==> src/rtl/calc_seq_ctrl.sv <==
// calc_seq_ctrl: debounced two-key calculator core with 8-op ALU, chaining, error state and scanned 7-seg display
module calc_seq_ctrl #(
    parameter int DATA_W   = 4,
    parameter int DIGITS   = 4,
    parameter int SCAN_DIV = 16,
    parameter int DEB_CYC  = 4
) (
    input  logic                clk,
    input  logic                rst,
    input  logic [DATA_W-1:0]   in_number,
    input  logic [3:0]          arif,
    input  logic [1:0]          key,
    output logic [DIGITS-1:0]   anodes,
    output logic [7:0]          segments,
    output logic [2:0]          led,
    output logic [2*DATA_W-1:0] result,
    output logic                err
);
    localparam int RW = 2*DATA_W;
    localparam int DW = DIGITS*4;
    localparam int IW = (DIGITS > 1) ? $clog2(DIGITS) : 1;
    localparam int CW = (SCAN_DIV > 1) ? $clog2(SCAN_DIV) : 1;
    localparam int KW = $clog2(DEB_CYC + 1);

    typedef enum logic [1:0] {S_A, S_B, S_RES, S_ERR} state_t;

    logic [1:0]        r_sync1, r_sync2, r_filt, r_filt_d;
    logic [KW-1:0]     r_deb [2];
    state_t            r_state, w_state_nx;
    logic [DATA_W-1:0] r_opa, r_opb, w_opa_nx, w_opb_nx, w_sw, w_a;
    logic [RW-1:0]     r_result, w_res_nx, w_val, w_ax, w_bx;
    logic              r_neg, w_neg_nx, w_eval, w_bad;
    logic [1:0]        w_ev;
    logic              w_latch, w_exec;
    logic [CW-1:0]     r_cnt;
    logic [IW-1:0]     r_idx, w_idx_nx;
    logic [DW-1:0]     w_disp;
    logic [3:0]        w_nib;
    logic [7:0]        w_hex, w_seg;
    logic              w_dp;

    function automatic logic [7:0] hex7(input logic [3:0] n);
        case (n)
            4'h0: hex7 = 8'hC0; 4'h1: hex7 = 8'hF9; 4'h2: hex7 = 8'hA4; 4'h3: hex7 = 8'hB0;
            4'h4: hex7 = 8'h99; 4'h5: hex7 = 8'h92; 4'h6: hex7 = 8'h82; 4'h7: hex7 = 8'hF8;
            4'h8: hex7 = 8'h80; 4'h9: hex7 = 8'h90; 4'hA: hex7 = 8'h88; 4'hB: hex7 = 8'h83;
            4'hC: hex7 = 8'hC6; 4'hD: hex7 = 8'hA1; 4'hE: hex7 = 8'h86; default: hex7 = 8'h8E;
        endcase
    endfunction

    // synchronise raw keys and accept a new level only after DEB_CYC consecutive differing samples
    always_ff @(posedge clk) begin
        if (rst) begin
            r_sync1  <= '1;
            r_sync2  <= '1;
            r_filt   <= '1;
            r_filt_d <= '1;
            r_deb[0] <= '0;
            r_deb[1] <= '0;
        end else begin
            r_sync1  <= key;
            r_sync2  <= r_sync1;
            r_filt_d <= r_filt;
            for (int k = 0; k < 2; k++) begin
                if (r_sync2[k] == r_filt[k]) r_deb[k] <= '0;
                else if (r_deb[k] == KW'(DEB_CYC - 1)) begin
                    r_filt[k] <= r_sync2[k];
                    r_deb[k]  <= '0;
                end else r_deb[k] <= r_deb[k] + 1'b1;
            end
        end
    end

    assign w_ev    = r_filt_d & ~r_filt;
    assign w_latch = w_ev[0] & ~w_ev[1];
    assign w_exec  = w_ev[1] & ~w_ev[0];
    assign w_sw    = ~in_number;
    assign w_a     = (r_state == S_RES) ? r_result[DATA_W-1:0] : r_opa;
    assign w_ax    = RW'(w_a);
    assign w_bx    = RW'(r_opb);
    assign w_bad   = arif[3] || ((arif == 4'd3 || arif == 4'd4) && r_opb == '0);

    // ALU: unsigned operands widened to the result width; divide-by-zero is caught by w_bad
    always_comb begin
        case (arif[2:0])
            3'd0: w_val = w_ax + w_bx;
            3'd1: w_val = w_ax - w_bx;
            3'd2: w_val = w_ax * w_bx;
            3'd3: w_val = (r_opb == '0) ? '0 : w_ax / w_bx;
            3'd4: w_val = (r_opb == '0) ? '0 : w_ax % w_bx;
            3'd5: w_val = w_ax & w_bx;
            3'd6: w_val = w_ax | w_bx;
            default: w_val = w_ax ^ w_bx;
        endcase
    end

    // next-state and operand/result updates driven by key events
    always_comb begin
        w_state_nx = r_state;
        w_opa_nx   = r_opa;
        w_opb_nx   = r_opb;
        w_res_nx   = r_result;
        w_neg_nx   = r_neg;
        w_eval     = 1'b0;
        unique case (r_state)
            S_A: if (w_latch) begin
                w_opa_nx   = w_sw;
                w_state_nx = S_B;
            end
            S_B: if (w_latch) w_opb_nx = w_sw;
                 else if (w_exec) w_eval = 1'b1;
            S_RES: if (w_latch) begin
                w_opa_nx   = w_sw;
                w_state_nx = S_B;
            end else if (w_exec) begin
                w_opa_nx = w_a;
                w_eval   = 1'b1;
            end
            S_ERR: if (w_latch || w_exec) begin
                w_state_nx = S_A;
                w_opa_nx   = '0;
                w_opb_nx   = '0;
                w_res_nx   = '0;
                w_neg_nx   = 1'b0;
            end
        endcase
        if (w_eval) begin
            if (w_bad) w_state_nx = S_ERR;
            else begin
                w_res_nx   = w_val;
                w_neg_nx   = (arif == 4'd1) && (w_a < r_opb);
                w_state_nx = S_RES;
            end
        end
    end

    // FSM state and datapath registers
    always_ff @(posedge clk) begin
        if (rst) begin
            r_state  <= S_A;
            r_opa    <= '0;
            r_opb    <= '0;
            r_result <= '0;
            r_neg    <= 1'b0;
        end else begin
            r_state  <= w_state_nx;
            r_opa    <= w_opa_nx;
            r_opb    <= w_opb_nx;
            r_result <= w_res_nx;
            r_neg    <= w_neg_nx;
        end
    end

    assign led    = (r_state == S_A) ? 3'b110 : (r_state == S_B) ? 3'b101 : (r_state == S_RES) ? 3'b011 : 3'b000;
    assign err    = (r_state == S_ERR);
    assign result = r_result;

    assign w_idx_nx = (r_cnt == CW'(SCAN_DIV - 1)) ? ((r_idx == IW'(DIGITS - 1)) ? '0 : r_idx + 1'b1) : r_idx;
    assign w_disp   = (r_state == S_RES) ? DW'(r_result) : DW'(w_sw);
    assign w_nib    = w_disp[w_idx_nx*4 +: 4];
    assign w_hex    = hex7(w_nib);
    assign w_dp     = (r_state == S_RES) && r_neg && (w_idx_nx == IW'(DIGITS - 1));
    assign w_seg    = (r_state == S_ERR) ? 8'h86 : (w_dp ? (w_hex & 8'h7F) : w_hex);

    // digit scan: anode and segment pattern registered together from the upcoming digit index
    always_ff @(posedge clk) begin
        if (rst) begin
            r_cnt    <= '0;
            r_idx    <= '0;
            anodes   <= ~DIGITS'(1);
            segments <= '1;
        end else begin
            r_cnt    <= (r_cnt == CW'(SCAN_DIV - 1)) ? '0 : r_cnt + 1'b1;
            r_idx    <= w_idx_nx;
            anodes   <= ~(DIGITS'(1) << w_idx_nx);
            segments <= w_seg;
        end
    end
endmodule

==> config.mk <==
export PLATFORM = sky130hd
export DESIGN_NAME = calc_seq_ctrl
export DESIGN_NICKNAME = d
export VERILOG_FILES = /design/src/rtl/calc_seq_ctrl.sv
export SDC_FILE = /design/constraint.sdc
export NUM_CORES = 1
export LEC_CHECK = 0
export CELL_PAD_IN_SITES_DETAIL_PLACEMENT = 2
export CELL_PAD_IN_SITES_GLOBAL_PLACEMENT = 2
export CORE_MARGIN = 2
export CORE_UTILIZATION = 33
export DETAILED_ROUTE_END_ITERATION = 8
export GPL_TIMING_DRIVEN = 1
export PLACE_DENSITY_LB_ADDON = 0.1
export SLEW_MARGIN = 40
export SYNTH_ARGS = -nofsm -noshare
export SYNTH_HDL_FRONTEND = slang
export SYNTH_SLANG_ARGS = --single-unit
==> constraint.sdc <==
create_clock -name clk -period 9 [get_ports clk]
set_input_delay 1.8 -clock clk [delete_from_list [all_inputs] [get_ports clk]]
set_output_delay 1.8 -clock clk [all_outputs]
set_load 0.01 [all_outputs]
==> flow_metrics.py, run 1 <==
metrics = {
    "run_status": {
        "result_of_the_run": "completed",
    },
    "job": {
        "timing.max_cap.violations": 0,
    },
    "timing": {
        "fin_crit_ns": 8.83,
        "tns_ns": 0,
        "finalSetupViolCount": 0,
        "timing.max_slew.rel_slack": 0.462,
        "fin_crit_sh": 0.981,
        "timing_worst_slew_pin_value_ns": 0.804,
        "final_max_slew_viol_count": 0,
        "clock-skew-final_ns": 0.00449,
        "finalHoldViolations": 0,
        "final_critical_path_setup_slack_ns": 0.172,
        "max_freq_ghz": 0.113,
    },
    "critical_path": {
        "cp_peak_stage_delay_ns": 0.60,
        "critPathMaxFanout": 6,
        "path_type_of_the_worst_setup_path": "flop to flop",
        "timing.critical_path.from": "r_opb[0]$_SDFFE_PP0P_",
        "cp.arrival_ns": 9.02,
        "r2r_setup_slack_ns": 0.17,
        "critical_path_required_ns": 9.20,
        "timing.rr.end": "result[6]$_SDFF_PP0_",
        "ff2ff_path_depth": 41,
        "critical_path.startpoint_type": "flop",
        "worst_path_max_delay_cell": "or4b_4",
        "worst_r2r_startpoint": "r_opb[0]$_SDFFE_PP0P_",
        "worstSetupEndpointType": "flop",
    },
    "floorplanning": {
        "floorplan.initialDensity": 0.338,
        "die_height_um": 128,
        "die-area_sq_um": 16500,
        "floorplan.die.width_um": 128,
        "coreArea_sq_um": 15100,
        "ios": 36,
        "placement_rows": 45,
    },
    "synth": {
        "synth-main-ff-cell": "dfxtp_1",
        "yosys_warnings": 0,
        "syn_area_per_cell_sq_um": 8.05,
        "synth-seq-cells": 51,
        "synth-edff-count": 6,
        "syn_inst": 635,
        "async_reset_ff_frac": 0,
        "netlist-cell-type-count": 79,
        "seq_area_frac_synth": 0.211,
        "synth.cell_area_sq_um": 5110,
    },
    "hold_path": {
        "holdPathEnd": "r_sync2[0]$_SDFF_PP1_",
        "hold_path_startpoint": "r_sync1[0]$_SDFF_PP1_",
        "hold-path-cell-count": 1,
        "worst_hold_path_type": "flop to flop",
    },
    "global_route": {
        "grt_start_max_net_pins": 42,
        "initial_antenna_violation_count": 0,
        "global_route.overflow_total": 0,
        "grt_pass1_wl_mm": 28.0,
        "grt_pass1_vias": 5316,
        "global_route_usage_over_all_layers": 0.213,
    },
    "final_layout": {
        "mostFrequentLayoutCells": "65 x nor2_1, 64 x ha_1, 48 x nand2_1",
        "diodes": 0,
        "synthToLayoutAreaGrowth_pct": 23.7,
        "mostFrequentLayoutCell": "nor2_1",
        "layout.nets": 792,
        "fraction_of_final_layout_cells_sized_beyond_drive_strength_1": 0.171,
    },
    "cts": {
        "cts_max_path_buffers": 2,
        "clkSinkCount": 51,
        "cts_root_buffer": "clkbuf_16",
        "cts_tree": "yes",
        "worst_setup_hold_path_clk_slew_ns": 0.08,
        "cts_bufs_inserted": 5,
        "clock_network_latency_to_the_later_pin_of_the_worst_skew_pair_ns": 0.30,
        "clock_tree.htree_level_count": 2,
    },
    "placement": {
        "place_congestion": 0.834,
        "place_ws_ns": -0.494,
        "place_hpwl_mm": 14.0,
        "place.port_buffers": 35,
    },
    "routing": {
        "route.detailed.wl_per_inst_um": 20.2,
        "route.final.wire_length_mm": 17.9,
        "first_pass_iters": 4,
        "drcViolationCount": 0,
        "detailedRoute.firstIterationViolations": 165,
        "drt.antenna.violating_nets": 0,
        "vias_per_cell": 5.52,
        "num_vias": 4915,
    },
}
-- how the worst max path moves through the flow --
stage / end / slack, ns
floorplan: result[6]$_SDFF_PP0_ / 0.06
global placement: result[6]$_SDFF_PP0_ / 0.12
detailed placement: result[6]$_SDFF_PP0_ / -0.49
CTS: result[6]$_SDFF_PP0_ / 0.001
global route: result[6]$_SDFF_PP0_ / -0.27
finish: result[6]$_SDFF_PP0_ / 0.17
-- state kept, by name, summed over array words and instances, names as in the netlist --
name	cells
r_deb	6
r_sync1	2
r_neg	1
r_opb	4
r_state	2
segments	8
r_opa	4
r_idx	2
r_sync2	2
anodes	4
result	8
r_filt_d	2
r_cnt	4
r_filt	2
-- through the flow --
stage | cells | hold slack, ns | util | cell area, sq um
2_1_floorplan | 642 | 0.370 | - | 5160
3_5_place_dp | 872 | 0.401 | 0.387 | 5860
5_1_grt | 890 | 0.422 | 0.418 | 6330
3_3_place_gp | 872 | 0.394 | 0.387 | 5860
4_1_cts | 881 | 0.423 | 0.400 | 6050
6_report | 890 | 0.414 | 0.418 | 6330
-- repair_timing --
action,4_1_cts,5_1_grt
setup endpoints to repair,8,8
cloned,0,0
buffers inserted,1,9
hold buffers,0,0
pin swaps,1,10
gates resized for setup,11,41
-- worst max-delay path, delay by kind of cell, from the launching register on --
| family | cells | cell delay (ns) |
|---|---|---|
| flops | 1 | 0.35 |
| buf+inv | 3 | 0.34 |
| fa+ha+maj | 6 | 1.61 |
| simple gates | 11 | 2.50 |
| mux | 3 | 0.99 |
| compound gates | 17 | 2.73 |
| xor+xnor | 1 | 0.16 |
-- cell usage after synthesis, types with 7 or more instances --
cell type / number / area [sq um]
a21o_1: 16 / 120
a21oi_1: 42 / 210
a31oi_1: 8 / 50.1
clkbuf_1: 12 / 45.0
dfxtp_1: 45 / 901
fa_1: 7 / 140
ha_1: 72 / 901
inv_1: 47 / 176
mux2_2: 9 / 101
mux2i_1: 13 / 130
nand2_1: 49 / 184
nand2b_1: 9 / 56.3
nand3_1: 8 / 40.0
nor2_1: 69 / 259
nor2b_1: 12 / 75.1
nor3_1: 27 / 135
o21a_1: 12 / 90.1
o21ai_0: 36 / 180
o21ai_1: 8 / 40.0
or2_2: 10 / 62.6
xnor2_1: 14 / 123
xor2_1: 8 / 70.1
-- cell families after synthesis --
group                      after synthesis  synth area share
buffers and inverters                   65            0.0484
other                                    2           0.00147
adders and majority gates               79             0.204
xor gates and xnor gates                22            0.0377
AOI/OAI and AO/OA                      174             0.231
DFF                                     51             0.211
and+or+nand+nor                        217             0.211
muxes                                   25            0.0548
-- routing by layer --
layer / track usage / share of wire / up-vias
met5: 0 / 0 / -
met1: 0.287 / 0.47 / 2451
met2: 0.377 / 0.49 / 67
met4: 0.0304 / 0.010 / 0
li1: - / - / 2383
met3: 0.0233 / 0.029 / 14
-- area by class of cell --
| type | count | area [sq um] |
|---|---|---|
| clock buffers | 5 | 125 |
| clock inverters | 3 | 26.3 |
| fillers | 1695 | 8820 |
| inverters | 48 | 180 |
| multi-input cells | 526 | 4070 |
| flip-flops and latches | 51 | 1090 |
| well taps | 188 | 235 |
| repair buffers | 69 | 606 |
Power of run 1 is left out: the tool's default activity adds up to more than one toggle a clock period on the data nets, which glitch-free logic cannot reach.
==> run 2: changes to the inputs <==
--- a/config.mk
+++ b/config.mk
@@ -9,6 +9,7 @@
 export CELL_PAD_IN_SITES_GLOBAL_PLACEMENT = 2
 export CORE_MARGIN = 2
 export CORE_UTILIZATION = 33
+export CTS_CLUSTER_DIAMETER = 120
 export DETAILED_ROUTE_END_ITERATION = 8
 export GPL_TIMING_DRIVEN = 1
 export PLACE_DENSITY_LB_ADDON = 0.1
==> results of run 2 <==
No change in the layout: final DEF, timing and power equal those of run 1.
Power of run 2 is left out for the same reason.
